**src/rtl/alu_sequencer_if.sv**
```systemverilog
// alu_sequencer_if: instruction handshake plus datapath control/result bundle
// between the MCU decode stage, the ALU/REGBANK datapath and alu_sequencer.
//   master : decode/datapath side (drives INSTR_*, HOLD, ANSWER)
//   slave  : the sequencer (drives INSTR_READY, operand/control lines, RESULT,
//            DONE, ERR, CC)
interface alu_sequencer_if;
  logic        INSTR_VALID;
  logic        INSTR_READY;
  logic [1:0]  INSTR_OP;
  logic [1:0]  INSTR_SRC;
  logic [2:0]  INSTR_SR1;
  logic [2:0]  INSTR_SR2;
  logic [2:0]  INSTR_DR;
  logic [7:0]  INSTR_DATA;
  logic [6:0]  INSTR_ADDR;
  logic        HOLD;
  logic [15:0] ANSWER;
  logic [1:0]  ALUK;
  logic [1:0]  SR2SELECT;
  logic [2:0]  REGISTER1;
  logic [2:0]  REGISTER2;
  logic [2:0]  DR;
  logic [7:0]  DATA;
  logic [6:0]  ADDRESS;
  logic        GATEALU;
  logic        LDREGF;
  logic [15:0] RESULT;
  logic        DONE;
  logic        ERR;
  logic [2:0]  CC;

  modport master (
    output INSTR_VALID, INSTR_OP, INSTR_SRC, INSTR_SR1, INSTR_SR2, INSTR_DR,
           INSTR_DATA, INSTR_ADDR, HOLD, ANSWER,
    input  INSTR_READY, ALUK, SR2SELECT, REGISTER1, REGISTER2, DR, DATA,
           ADDRESS, GATEALU, LDREGF, RESULT, DONE, ERR, CC
  );

  modport slave (
    input  INSTR_VALID, INSTR_OP, INSTR_SRC, INSTR_SR1, INSTR_SR2, INSTR_DR,
           INSTR_DATA, INSTR_ADDR, HOLD, ANSWER,
    output INSTR_READY, ALUK, SR2SELECT, REGISTER1, REGISTER2, DR, DATA,
           ADDRESS, GATEALU, LDREGF, RESULT, DONE, ERR, CC
  );
endinterface

```
**src/rtl/alu_sequencer.sv**
```systemverilog
// alu_sequencer: multi-cycle controller for one ALU instruction at a time.
// Sequence: IDLE (accept) -> READ (regbank settles) -> EXEC (GATEALU, held by
// HOLD) -> WB (LDREGF + DONE, RESULT captured) -> IDLE. An illegal operand-2
// select (INSTR_SRC=11) goes IDLE -> FAULT (ERR pulse) -> IDLE.
// Ports:
//   CLK    clock, rising edge
//   RESET  synchronous active-high reset
//   bus    alu_sequencer_if.slave: instruction handshake, HOLD/ANSWER from the
//          ALU, latched control/operand lines, RESULT, DONE, ERR, CC
// Optional feature: define ALU_SEQ_CC_EN to get N/Z/P condition codes updated
// on write-back; without it CC is tied to 3'b000.
module alu_sequencer (
  input logic            CLK,
  input logic            RESET,
  alu_sequencer_if.slave bus
);
  typedef enum logic [2:0] {IDLE, READ, EXEC, WB, FAULT} state_t;

  typedef struct packed {
    logic [1:0] aluk;
    logic [1:0] sel;
    logic [2:0] r1;
    logic [2:0] r2;
    logic [2:0] dr;
    logic [7:0] data;
    logic [6:0] addr;
  } opnd_t;

  state_t      state;
  opnd_t       opnd_q;
  logic        gate_q, ld_q, done_q, err_q;
  logic [15:0] result_q;

  always_ff @(posedge CLK) begin
    if (RESET) begin
      state    <= IDLE;
      opnd_q   <= '0;
      gate_q   <= 1'b0;
      ld_q     <= 1'b0;
      done_q   <= 1'b0;
      err_q    <= 1'b0;
      result_q <= '0;
    end else begin
      // strobes are single-cycle unless re-armed below
      ld_q   <= 1'b0;
      done_q <= 1'b0;
      err_q  <= 1'b0;
      case (state)
        IDLE: if (bus.INSTR_VALID) begin
          // operand lines are latched even for an illegal select
          opnd_q <= '{aluk: bus.INSTR_OP,  sel: bus.INSTR_SRC,
                      r1:   bus.INSTR_SR1, r2:  bus.INSTR_SR2,
                      dr:   bus.INSTR_DR,  data: bus.INSTR_DATA,
                      addr: bus.INSTR_ADDR};
          if (bus.INSTR_SRC == 2'b11) begin
            err_q <= 1'b1;
            state <= FAULT;
          end else begin
            state <= READ;
          end
        end
        READ: begin
          gate_q <= 1'b1;
          state  <= EXEC;
        end
        EXEC: if (!bus.HOLD) begin
          result_q <= bus.ANSWER;
          gate_q   <= 1'b0;
          ld_q     <= 1'b1;
          done_q   <= 1'b1;
          state    <= WB;
        end
        WB:      state <= IDLE;
        FAULT:   state <= IDLE;
        default: state <= IDLE;
      endcase
    end
  end

`ifdef ALU_SEQ_CC_EN
  logic [2:0] cc_q;
  // flags load on the same edge as RESULT so they are valid during WB
  always_ff @(posedge CLK) begin
    if (RESET)
      cc_q <= 3'b010;
    else if (state == EXEC && !bus.HOLD)
      cc_q <= bus.ANSWER[15]        ? 3'b100 :
              (bus.ANSWER == 16'h0) ? 3'b010 : 3'b001;
  end
  assign bus.CC = cc_q;
`else
  assign bus.CC = 3'b000;
`endif

  assign bus.INSTR_READY = (state == IDLE) && !RESET;
  assign bus.ALUK        = opnd_q.aluk;
  assign bus.SR2SELECT   = opnd_q.sel;
  assign bus.REGISTER1   = opnd_q.r1;
  assign bus.REGISTER2   = opnd_q.r2;
  assign bus.DR          = opnd_q.dr;
  assign bus.DATA        = opnd_q.data;
  assign bus.ADDRESS     = opnd_q.addr;
  assign bus.GATEALU     = gate_q;
  assign bus.LDREGF      = ld_q;
  assign bus.DONE        = done_q;
  assign bus.ERR         = err_q;
  assign bus.RESULT      = result_q;
endmodule

```
**src/flat_wrapper.sv**
```systemverilog
// flat-port wrapper written by rule: the top's interface ports become plain ports
module alu_sequencer_flat 
  (CLK, RESET, bus_INSTR_VALID, bus_INSTR_OP, bus_INSTR_SRC, bus_INSTR_SR1, bus_INSTR_SR2, bus_INSTR_DR, bus_INSTR_DATA, bus_INSTR_ADDR, bus_HOLD, bus_ANSWER, bus_INSTR_READY, bus_ALUK, bus_SR2SELECT, bus_REGISTER1, bus_REGISTER2, bus_DR, bus_DATA, bus_ADDRESS, bus_GATEALU, bus_LDREGF, bus_RESULT, bus_DONE, bus_ERR, bus_CC);
  alu_sequencer_if bus_i ();
  input logic CLK;
  input logic RESET;
  input wire logic [$bits(bus_i.INSTR_VALID)-1:0] bus_INSTR_VALID;
  input wire logic [$bits(bus_i.INSTR_OP)-1:0] bus_INSTR_OP;
  input wire logic [$bits(bus_i.INSTR_SRC)-1:0] bus_INSTR_SRC;
  input wire logic [$bits(bus_i.INSTR_SR1)-1:0] bus_INSTR_SR1;
  input wire logic [$bits(bus_i.INSTR_SR2)-1:0] bus_INSTR_SR2;
  input wire logic [$bits(bus_i.INSTR_DR)-1:0] bus_INSTR_DR;
  input wire logic [$bits(bus_i.INSTR_DATA)-1:0] bus_INSTR_DATA;
  input wire logic [$bits(bus_i.INSTR_ADDR)-1:0] bus_INSTR_ADDR;
  input wire logic [$bits(bus_i.HOLD)-1:0] bus_HOLD;
  input wire logic [$bits(bus_i.ANSWER)-1:0] bus_ANSWER;
  output wire logic [$bits(bus_i.INSTR_READY)-1:0] bus_INSTR_READY;
  output wire logic [$bits(bus_i.ALUK)-1:0] bus_ALUK;
  output wire logic [$bits(bus_i.SR2SELECT)-1:0] bus_SR2SELECT;
  output wire logic [$bits(bus_i.REGISTER1)-1:0] bus_REGISTER1;
  output wire logic [$bits(bus_i.REGISTER2)-1:0] bus_REGISTER2;
  output wire logic [$bits(bus_i.DR)-1:0] bus_DR;
  output wire logic [$bits(bus_i.DATA)-1:0] bus_DATA;
  output wire logic [$bits(bus_i.ADDRESS)-1:0] bus_ADDRESS;
  output wire logic [$bits(bus_i.GATEALU)-1:0] bus_GATEALU;
  output wire logic [$bits(bus_i.LDREGF)-1:0] bus_LDREGF;
  output wire logic [$bits(bus_i.RESULT)-1:0] bus_RESULT;
  output wire logic [$bits(bus_i.DONE)-1:0] bus_DONE;
  output wire logic [$bits(bus_i.ERR)-1:0] bus_ERR;
  output wire logic [$bits(bus_i.CC)-1:0] bus_CC;
  assign bus_i.INSTR_VALID = bus_INSTR_VALID;
  assign bus_i.INSTR_OP = bus_INSTR_OP;
  assign bus_i.INSTR_SRC = bus_INSTR_SRC;
  assign bus_i.INSTR_SR1 = bus_INSTR_SR1;
  assign bus_i.INSTR_SR2 = bus_INSTR_SR2;
  assign bus_i.INSTR_DR = bus_INSTR_DR;
  assign bus_i.INSTR_DATA = bus_INSTR_DATA;
  assign bus_i.INSTR_ADDR = bus_INSTR_ADDR;
  assign bus_i.HOLD = bus_HOLD;
  assign bus_i.ANSWER = bus_ANSWER;
  assign bus_INSTR_READY = bus_i.INSTR_READY;
  assign bus_ALUK = bus_i.ALUK;
  assign bus_SR2SELECT = bus_i.SR2SELECT;
  assign bus_REGISTER1 = bus_i.REGISTER1;
  assign bus_REGISTER2 = bus_i.REGISTER2;
  assign bus_DR = bus_i.DR;
  assign bus_DATA = bus_i.DATA;
  assign bus_ADDRESS = bus_i.ADDRESS;
  assign bus_GATEALU = bus_i.GATEALU;
  assign bus_LDREGF = bus_i.LDREGF;
  assign bus_RESULT = bus_i.RESULT;
  assign bus_DONE = bus_i.DONE;
  assign bus_ERR = bus_i.ERR;
  assign bus_CC = bus_i.CC;
  alu_sequencer u_core (.CLK(CLK), .RESET(RESET), .bus(bus_i));
endmodule
```
**config.mk**
```make
export PLATFORM = sky130hd
export DESIGN_NAME = alu_sequencer_flat
export DESIGN_NICKNAME = d
export VERILOG_FILES = /design/src/rtl/alu_sequencer_if.sv /design/src/rtl/alu_sequencer.sv /design/src/flat_wrapper.sv
export SDC_FILE = /design/constraint.sdc
export NUM_CORES = 1
export LEC_CHECK = 0
export ABC_AREA = 1
export CORE_AREA = 2 2 75 77
export CTS_BUF_LIST = sky130_fd_sc_hd__clkbuf_4
export CTS_CLUSTER_DIAMETER = 120
export DETAILED_ROUTE_END_ITERATION = 16
export DIE_AREA = 0 0 77 79
export GPL_TIMING_DRIVEN = 0
export PLACE_DENSITY = 0.82
export SYNTH_ARGS = -nofsm -noshare
export SYNTH_HDL_FRONTEND = slang
export SYNTH_SLANG_ARGS = --single-unit
```
**constraint.sdc**
```tcl
create_clock -name CLK -period 1.28 [get_ports CLK]
set_input_delay 0.256 -clock CLK [delete_from_list [all_inputs] [get_ports CLK]]
set_output_delay 0.256 -clock CLK [all_outputs]
set_load 0.02 [all_outputs]
```
* Yosys cells after proc, flatten, opt, wreduce, memory -nomap -nowiden
Index checks and enable logic that the tools add are counted.
Widths: inputs -> output; s select.
** Cells by class
- Equality and inequality tests :: 5
- Muxes and demuxes :: 8
- Bitwise gates (word level) :: 4
- Reduce and logical (&&, ||, !) cells :: 10
** Operators with widths (number)
- $mux 3 :: 3
- $pmux 3 s3 :: 1
- $reduce_and 2->1 :: 4
- $ne 2x2->1 const B :: 2
- $not 1->1 :: 4
- $eq 3x1->1 const B :: 1
- $eq 3x2->1 const B :: 1
- $logic_not 3->1 :: 1
- $mux 1 :: 3
- $reduce_or 3->1 :: 1
- $eq 2x2->1 const B :: 1
- $pmux 1 s2 :: 1
- $reduce_bool 2->1 :: 1
- $reduce_or 2->1 :: 1
- $logic_and 1x1->1 :: 1
- $logic_not 1->1 :: 1
** Storage, ports and cells
- Flip-flop bits (word level) :: 50
- Input port bits :: 48
- Output and inout bits :: 52
- Logic and storage cells :: 39

* Longest topological paths before layout
Gate-level depths: netlist of the first run.
- Depth after elaboration :: 4
- Gate-level depth with buffers :: 6
- Depth with buffers taken out :: 5

* Worst setup path after synthesis of the first run
OpenSTA, ideal clock, no wires.
- Path kind :: reg-to-output
- From :: reg u_core.state[2]
- To :: out bus_INSTR_READY
- Arrival time :: 1058 ps
- Data required time :: 1024 ps
- Setup slack :: -34 ps
- Cell stages (with the launch flop) :: 2
- Buffers on the path :: 0
- Path through :: dfxtp_1 -> nor4_1
** Between the ends
- Word-level cells in the longest chain between the ends :: 2
** RTL lines
- start: declaration :: line alu_sequencer.sv:29 : state_t state;
- start signal: assignment :: line alu_sequencer.sv:36 : state <= IDLE;
- start signal: assignment :: line alu_sequencer.sv:57 : state <= FAULT;
- start signal: assignment :: line alu_sequencer.sv:59 : state <= READ;
- $logic_not 3->1 :: line alu_sequencer.sv:95 : assign bus.INSTR_READY = (state == IDLE) && !RESET;
- $logic_and 1x1->1 :: line alu_sequencer.sv:95
- end: declaration :: line flat_wrapper.sv:17 : output wire logic [$bits(bus_i.INSTR_READY)-1:0] bus_INSTR_READY;
Every way passes these cells.

* Worst setup path in the final report of the first run
- From :: reg u_core.state[1]
- To :: out bus_INSTR_READY
The elaborated chain is that of the path after synthesis.

==> summary.md, run 1 <==
| Metric | Value |
|---|---|
| Xor/xnor share of the synthesized area | 0% |
| Startpoint Class | flop |
| Core ar. | ~0.0053 mm^2 |
| DRT antenna net count | 0 |
| Clock latency on the worst-skew pair | 360 ps |
| GP Congestion | between 0.7 and 0.8 |
| Sequential element share of the synthesized area | between 40 and 50% |
| Residual DRC | 0 |
| NumNets Final | between 400 and 500 |
| Cells after Synth | 313 |
| Via count | ~2,100 |
| Post-Route WL | between 5000 and 6000 um |
| Area Growth Syn to Fin | 56.48% |
| Vias/cell | roughly 4.2 |
| Synth Register Bits | 50 |
| Worst-path clk slew | between 100 and 150 ps |
| GRT busiest layer | met2 |
| Num ports | 100 |
| Hold WC Path Type | primary input to flop |
| DP Wirelength | around 3900 um |
| Min Tclk post-route | ~1400 ps |
| Final Hold Fails | 0 |
| CTS tree | done |
| DR WL/cell | 11.26 um |
| Crit path kind | flop to primary output |
| Final Skew | around 9.7 ps |
| Full die area | 0.006083 mm^2 |
| Max clock buf depth | 2 |
| GRT Overall Usage | between 10% and 20% |
| Final core occ | a little over three fifths |
| Pwr Total | around 0.004 W |
| Mux cell area share after synthesis | 0% |
| PnR worst setup slack | -158.6 ps |
| Initial Utilization | around 40% |
| Root buffer cell | clkbuf_4 |
| Violated checks | setup timing |
| GR Util met2 | roughly 30% |
| CP Cell Sequence | nor4_4 -> buf_4 |
| Worst setup EP type | primary output |
| Diode count | 0 |
| Synth cell types | 20 |
| Met1 usage | a little over a fifth |
| Compound-Gate Fraction of Synth Area | less than 1% |
| Largest family of logic cells by synthesized area | simple AND/OR/NAND/NOR gates |
| Worst Path Max Fanout | 5 |
| Num rows | 27 |
| DR iter-0 viols | 60 |
| Synth Area in Simple Gates | 38.24% |
| Layout cells sized above 1 | 27.42% |
| First-pass GRT wire length | ~8700 um |
| Pin count of the biggest net entering global routing | 14 |
| Max VDD drop | between 600 and 700 uV |
| Crit path arrival time | around 1200 ps |
| Vias in the first global route | 1,904 |
| Most frequent cells in the layout | 93 x nand2_1, 71 x nor2_1, 47 x inv_1 |
| Cell Area, Synth | around 0.0021 mm^2 |
| Status | complete, but fails checks |
| Predominant post-synthesis flop cell | dfxtp_1 |
| Antenna violations before repair | 0 |
| CTS H-tree lvls | 2 |
| Post-Synth Adder-Cell Area | 0% |
| CTS sink cnt | 50 |
| Ys async rst share | 0% |
| Die width | slightly below 80 um |
| Fmax | approximately 0.70 GHz |
| CTS Buf Count | 5 |
| Slew Viols, Final | 0 |
| M3 GR Usage | 4.432% |
| Static Leak | between 1.5 and 2 nW |
| Setup repair after global routing missed its margin | yes |
| Period utilization | 112.4% |
| Max-capacitance violation count | 0 |
| Buf/Inv on CP | 1 |
| Synth warn | 0 |
| Critical Path RT | between 1000 and 1500 ps |
| EDFF count, synth | 0 |
| Pre-antenna DRT Iters | 5 |
| Syn Area/Cell | a little under 7 um^2 |
| Die height | ~79 um |
| I/O Buffers | 95 |
| Crit path max-delay family | flip-flops |
| Final Setup Violations | 1 |
| Pwr Density | approximately 1200 mW/mm^2 |
| Slowest cell on crit path | dfxtp_2 |
| Commonest non-fill, non-tap cell in the layout | nand2_1 |
| Max incr delay on CP | 390 ps |
| Hold_buf cts | 0 |
| Total gr overflow | 0 |
[where the power goes]
part / internal (W) / leakage (nW) / switching (W) / total, W
combinational: 0.000658 / 1.25 / 0.000799 / 0.00146
clock: 0.000251 / 0.0322 / 0.000462 / 0.000712
sequential: 0.00174 / 0.415 / 0.0000992 / 0.00184
total: 0.00265 / 1.69 / 0.00136 / 0.00401
[through the flow]
step | TNS [ps] | setup WS, ps | hold slack (ps) | cells | cell area (um^2)
6_report | -158.6 | -158.6 | 184.3 | 495 | 3338
5_1_grt | -796.5 | -249.1 | 158.3 | 495 | 3338
4_1_cts | -180.5 | -180.5 | 169.9 | 489 | 3301
3_5_place_dp | -6627 | -263.5 | 457.1 | 482 | 3188
3_3_place_gp | -7149 | -261.8 | 455.4 | 482 | 3188
2_1_floorplan | 0 | 171.5 | 384.2 | 315 | 2147
[synthesized netlist by cell type (2+ instances only)]
library cell / n / share of area, %
nand3_2: 2 / 0.94
clkbuf_1: 2 / 0.35
nor3_2: 2 / 0.94
nand2_1: 93 / 16
buf_4: 4 / 1.4
buf_2: 8 / 1.9
buf_8: 2 / 1.4
dfxtp_1: 50 / 47
inv_1: 47 / 8.3
nor2_1: 72 / 13
nand3_1: 4 / 0.94
nor2_2: 18 / 5.3
inv_2: 2 / 0.35
[repair_timing]
action	CTS	global route
gates cloned	0	3
resized for setup	152	75
endpoints found under the setup margin	49	76
buffers inserted	0	3
pin swaps	1	14
[metal layers]
layer | wire length [um] | vias to the layer above
met2 | 2782 | 65
met1 | 2362 | 893
met3 | 261 | 14
li1 | - | 1106
met4 | 167 | 0
met5 | 0 | -
[final timing paths]
path              slack, ps                  to          startpoint  depth (start not counted)
setup reg to reg         10  u_core.bus.DATA[6]     u_core.state[0]                          6
hold / removal          180   u_core.bus.LDREGF               RESET                          2
hold reg to reg         470  u_core.bus.GATEALU  u_core.bus.GATEALU                          2
setup / recovery       -160     bus_INSTR_READY     u_core.state[1]                          2
[state kept, by name, summed over array words and instances, names as in the netlist]
signal                count
u_core.bus.DR             3
u_core.bus.GATEALU        1
u_core.bus.ERR            1
u_core.bus.ADDRESS        7
u_core.bus.LDREGF         1
u_core.bus.ALUK           2
u_core.bus.REGISTER1      3
u_core.bus.RESULT        16
u_core.bus.REGISTER2      3
u_core.bus.DATA           8
u_core.bus.SR2SELECT      2
u_core.state              3
[cell families after synthesis]
logic type / count (synthesis)
flops: 50
compound gates: 1
other cells: 1
simple gates: 194
buf+inv: 67
[final cells by class]
class | count | area, um^2
Buffer | 18 | 157.7
Multi-Input combinational cell | 198 | 949.7
Timing Repair Buffer | 101 | 887.1
Inverter | 49 | 183.9
Clock buffer | 7 | 52.55
Fill cell | 528 | 1999
Sequential cell | 50 | 1017
Tap cell | 72 | 90.09
[worst register-to-register path, cell delays in order, from the launching register on]
cell and delay, ps:
dfxtp_4 390, nor2_4 190, nand3_4 150, buf_12 180, clkbuf_16 160, nor2_2 70
nor2_1 40
(Power assumes the default switching activity.)
==> inputs of run 2 (changes only) <==
==> constraint.sdc (replaced) <==
create_clock -name CLK -period 1.28 [get_ports CLK]
set_input_delay 0.256 -clock CLK [delete_from_list [all_inputs] [get_ports CLK]]
set_output_delay 0.256 -clock CLK [all_outputs]
set_load 0.005 [all_outputs]
==> summary.md, run 2 (synthesized netlist as in run 1, its figures left out) <==
| Metric | Value |
|---|---|
| Status | complete, but fails checks |
| Hold_buf cts | 0 |
| Layout cells sized above 1 | around a quarter |
| Pre-antenna DRT Iters | 4 |
| Placed cell areas | 0.003182 mm^2 |
| Die width | between 70 and 80 um |
| Final Hold Fails | 0 |
| Worst setup EP type | primary output |
| DRT antenna net count | 0 |
| Number of fill cells in the layout | between 400 and 500 |
| CTS tree | done |
| Vias in the first global route | roughly 1,900 |
| DP Wirelength | approximately 3900 um |
| CTS H-tree lvls | 2 |
| Clock latency on the worst-skew pair | between 300 and 400 ps |
| Placed cells | around 480 |
| Critical Path RT | about 1000 ps |
| Fmax | approximately 0.71 GHz |
| Die height | just under 80 um |
| Violated checks | setup timing |
| First-pass GRT wire length | 8631 um |
| Int Pwr | between 0.002 and 0.003 W |
| Setup repair after global routing missed its margin | yes |
| R2R cell count | 7 |
| Worst r2r dst | u_core.bus.ADDRESS[2] |
| Reg2reg setup slack | -20 ps |
| GRT Overall Usage | ~18% |
| Post-route cell area | between 0.003 and 0.004 mm^2 |
| Worst Setup EP | bus_INSTR_READY |
| PnR worst setup slack | -129.0 ps |
| Area Growth Syn to Fin | 66.16% |
| Startpoint Class | flop |
| CTS Buf Count | 5 |
| Root buffer cell | clkbuf_4 |
| Number of flip-flops in the largest register | 16 |
| Residual DRC | 0 |
| Static Leak | ~1.8 nW |
| Diode count | 0 |
| Final Skew | about 13 ps |
| Crit path arrival time | around 1200 ps |
| Period utilization | 110.1% |
| Most frequent cells in the layout | 91 x nand2_1, 68 x nor2_1, 47 x inv_1 |
| Max VDD drop | 681.0 uV |
| Vias/cell | around 4.3 |
| Via count | approximately 2,100 |
| Num rows | 27 |
| Reg area | about 0.0011 mm^2 |
| CTS sink cnt | 50 |
| Post-Route WL | 5579 um |
| DR iter-0 viols | slightly above 90 |
| Slew Viols, Final | 0 |
| Worst-path clk slew | about 150 ps |
| Antenna violations before repair | 0 |
| Final core occ | between 60% and 70% |
| Commonest non-fill, non-tap cell in the layout | nand2_1 |
| Share of power burned in the clock network | between 10% and 20% |
| DR WL/cell | ~11 um |
| Flop pwr share | between 40% and 50% |
| Pin count of the biggest net entering global routing | 16 |
| Switch share | about 31% |
| Logic pwr share | ~34% |
| NumNets Final | ~470 |
| Critical path launch point | u_core.state[2] |
| GP Congestion | a little over 0.8 |
| Crit path kind | flop to primary output |
| I/O Buffers | 95 |
| Worst Path Max Fanout | 3 |
| Hold WC Path Type | primary input to flop |
| Max-capacitance violation count | 0 |
| Fin cells | around 500 |
| Num ports | 100 |
| Total gr overflow | 0 |
| Initial Utilization | 39.97% |
| Min Tclk post-route | between 1000 and 1500 ps |
| Multi-input gate area | just under 0.001 mm^2 |
| Core ar. | approximately 0.0053 mm^2 |
| Pwr Total | between 0.003 and 0.004 W |
| Pwr Density | around 1100 mW/mm^2 |
| Full die area | between 0.006 and 0.007 mm^2 |
| Pre-CTS WS | -203.1 ps |
| Switching power | about 0.0012 W |
| Max clock buf depth | 2 |
| Final Setup Violations | 12 |
| RR Startpoint | u_core.state[0] |
==> run 2: cell count changes in the layout (fill, tap and decap cells not counted), moves of 3 or more <==
cell and delta:
buf_2 -32, buf_6 +3, clkbuf_2 -3, clkdlybuf4s15_1 +12, clkdlybuf4s15_2 -13, dfxtp_1 -35
dfxtp_2 +35, dlygate4sd2_1 +35, nor2_1 -3
==> run 2: layout make-up <==
type	instances	share of cell area, %
Buffer	18	4.695
Timing Repair Buffer	104	28.91
Inverter	49	5.189
Sequential cell	50	29.93
Clock inverter	3	0.4589
Tap cell	72	2.541
Clock buffer	5	1.059
Multi-Input combinational cell	198	27.21
==> run 2: critical path, cell delays in order (launching register included) <==
cell and delay (ps):
dfxtp_2 380, nor4_4 270, buf_2 160
==> run 2: worst min-delay path by stage <==
stage | slack, ps | from | to | cells after the start
4_1_cts | 180 | RESET | u_core.bus.LDREGF | 2
3_3_place_gp | 450 | u_core.bus.GATEALU | u_core.bus.GATEALU | 2
6_report | 180 | RESET | u_core.bus.LDREGF | 2
2_1_floorplan | 380 | bus_INSTR_ADDR[0] | u_core.bus.ADDRESS[0] | 2
3_5_place_dp | 470 | u_core.bus.GATEALU | u_core.bus.GATEALU | 2
5_1_grt | 170 | RESET | u_core.bus.ERR | 2
==> run 2: power by group through the flow <==
stage,Clock (W),Combinational [W],Sequential (W)
floorplan,0,0.000539,0.00188
global placement,0,0.00113,0.00186
detailed placement,0,0.00116,0.00187
CTS,0.000738,0.00110,0.00186
global route,0.000817,0.00145,0.00189
finish,0.000710,0.00132,0.00186
==> run 2: stage by stage <==
step,hold WS [ps],setup TNS (ps)
floorplan,384.2,0
global placement,453.9,-7017
detailed placement,467.3,-7557
CTS,176.3,-1640
global route,170.3,-2697
finish,183.2,-262.3
==> run 2: layer usage <==
metal | part of all wire, % | vias up | global-route usage, %
li1 | - | 1119 | -
met1 | 42 | 941 | 21.50
met2 | 52 | 53 | 30.96
met3 | 3.6 | 9 | 2.386
met4 | 2.2 | 0 | 7.679
met5 | 0 | - | 0
==> run 2: repair_timing <==
item / 4_1_cts / 5_1_grt
cloned: 0 / 3
pin swaps: 1 / 13
endpoints found under the hold margin: 0 / 0
setup buffers: 4 / 2
resized for setup: 104 / 55
setup endpoints to repair: 49 / 62
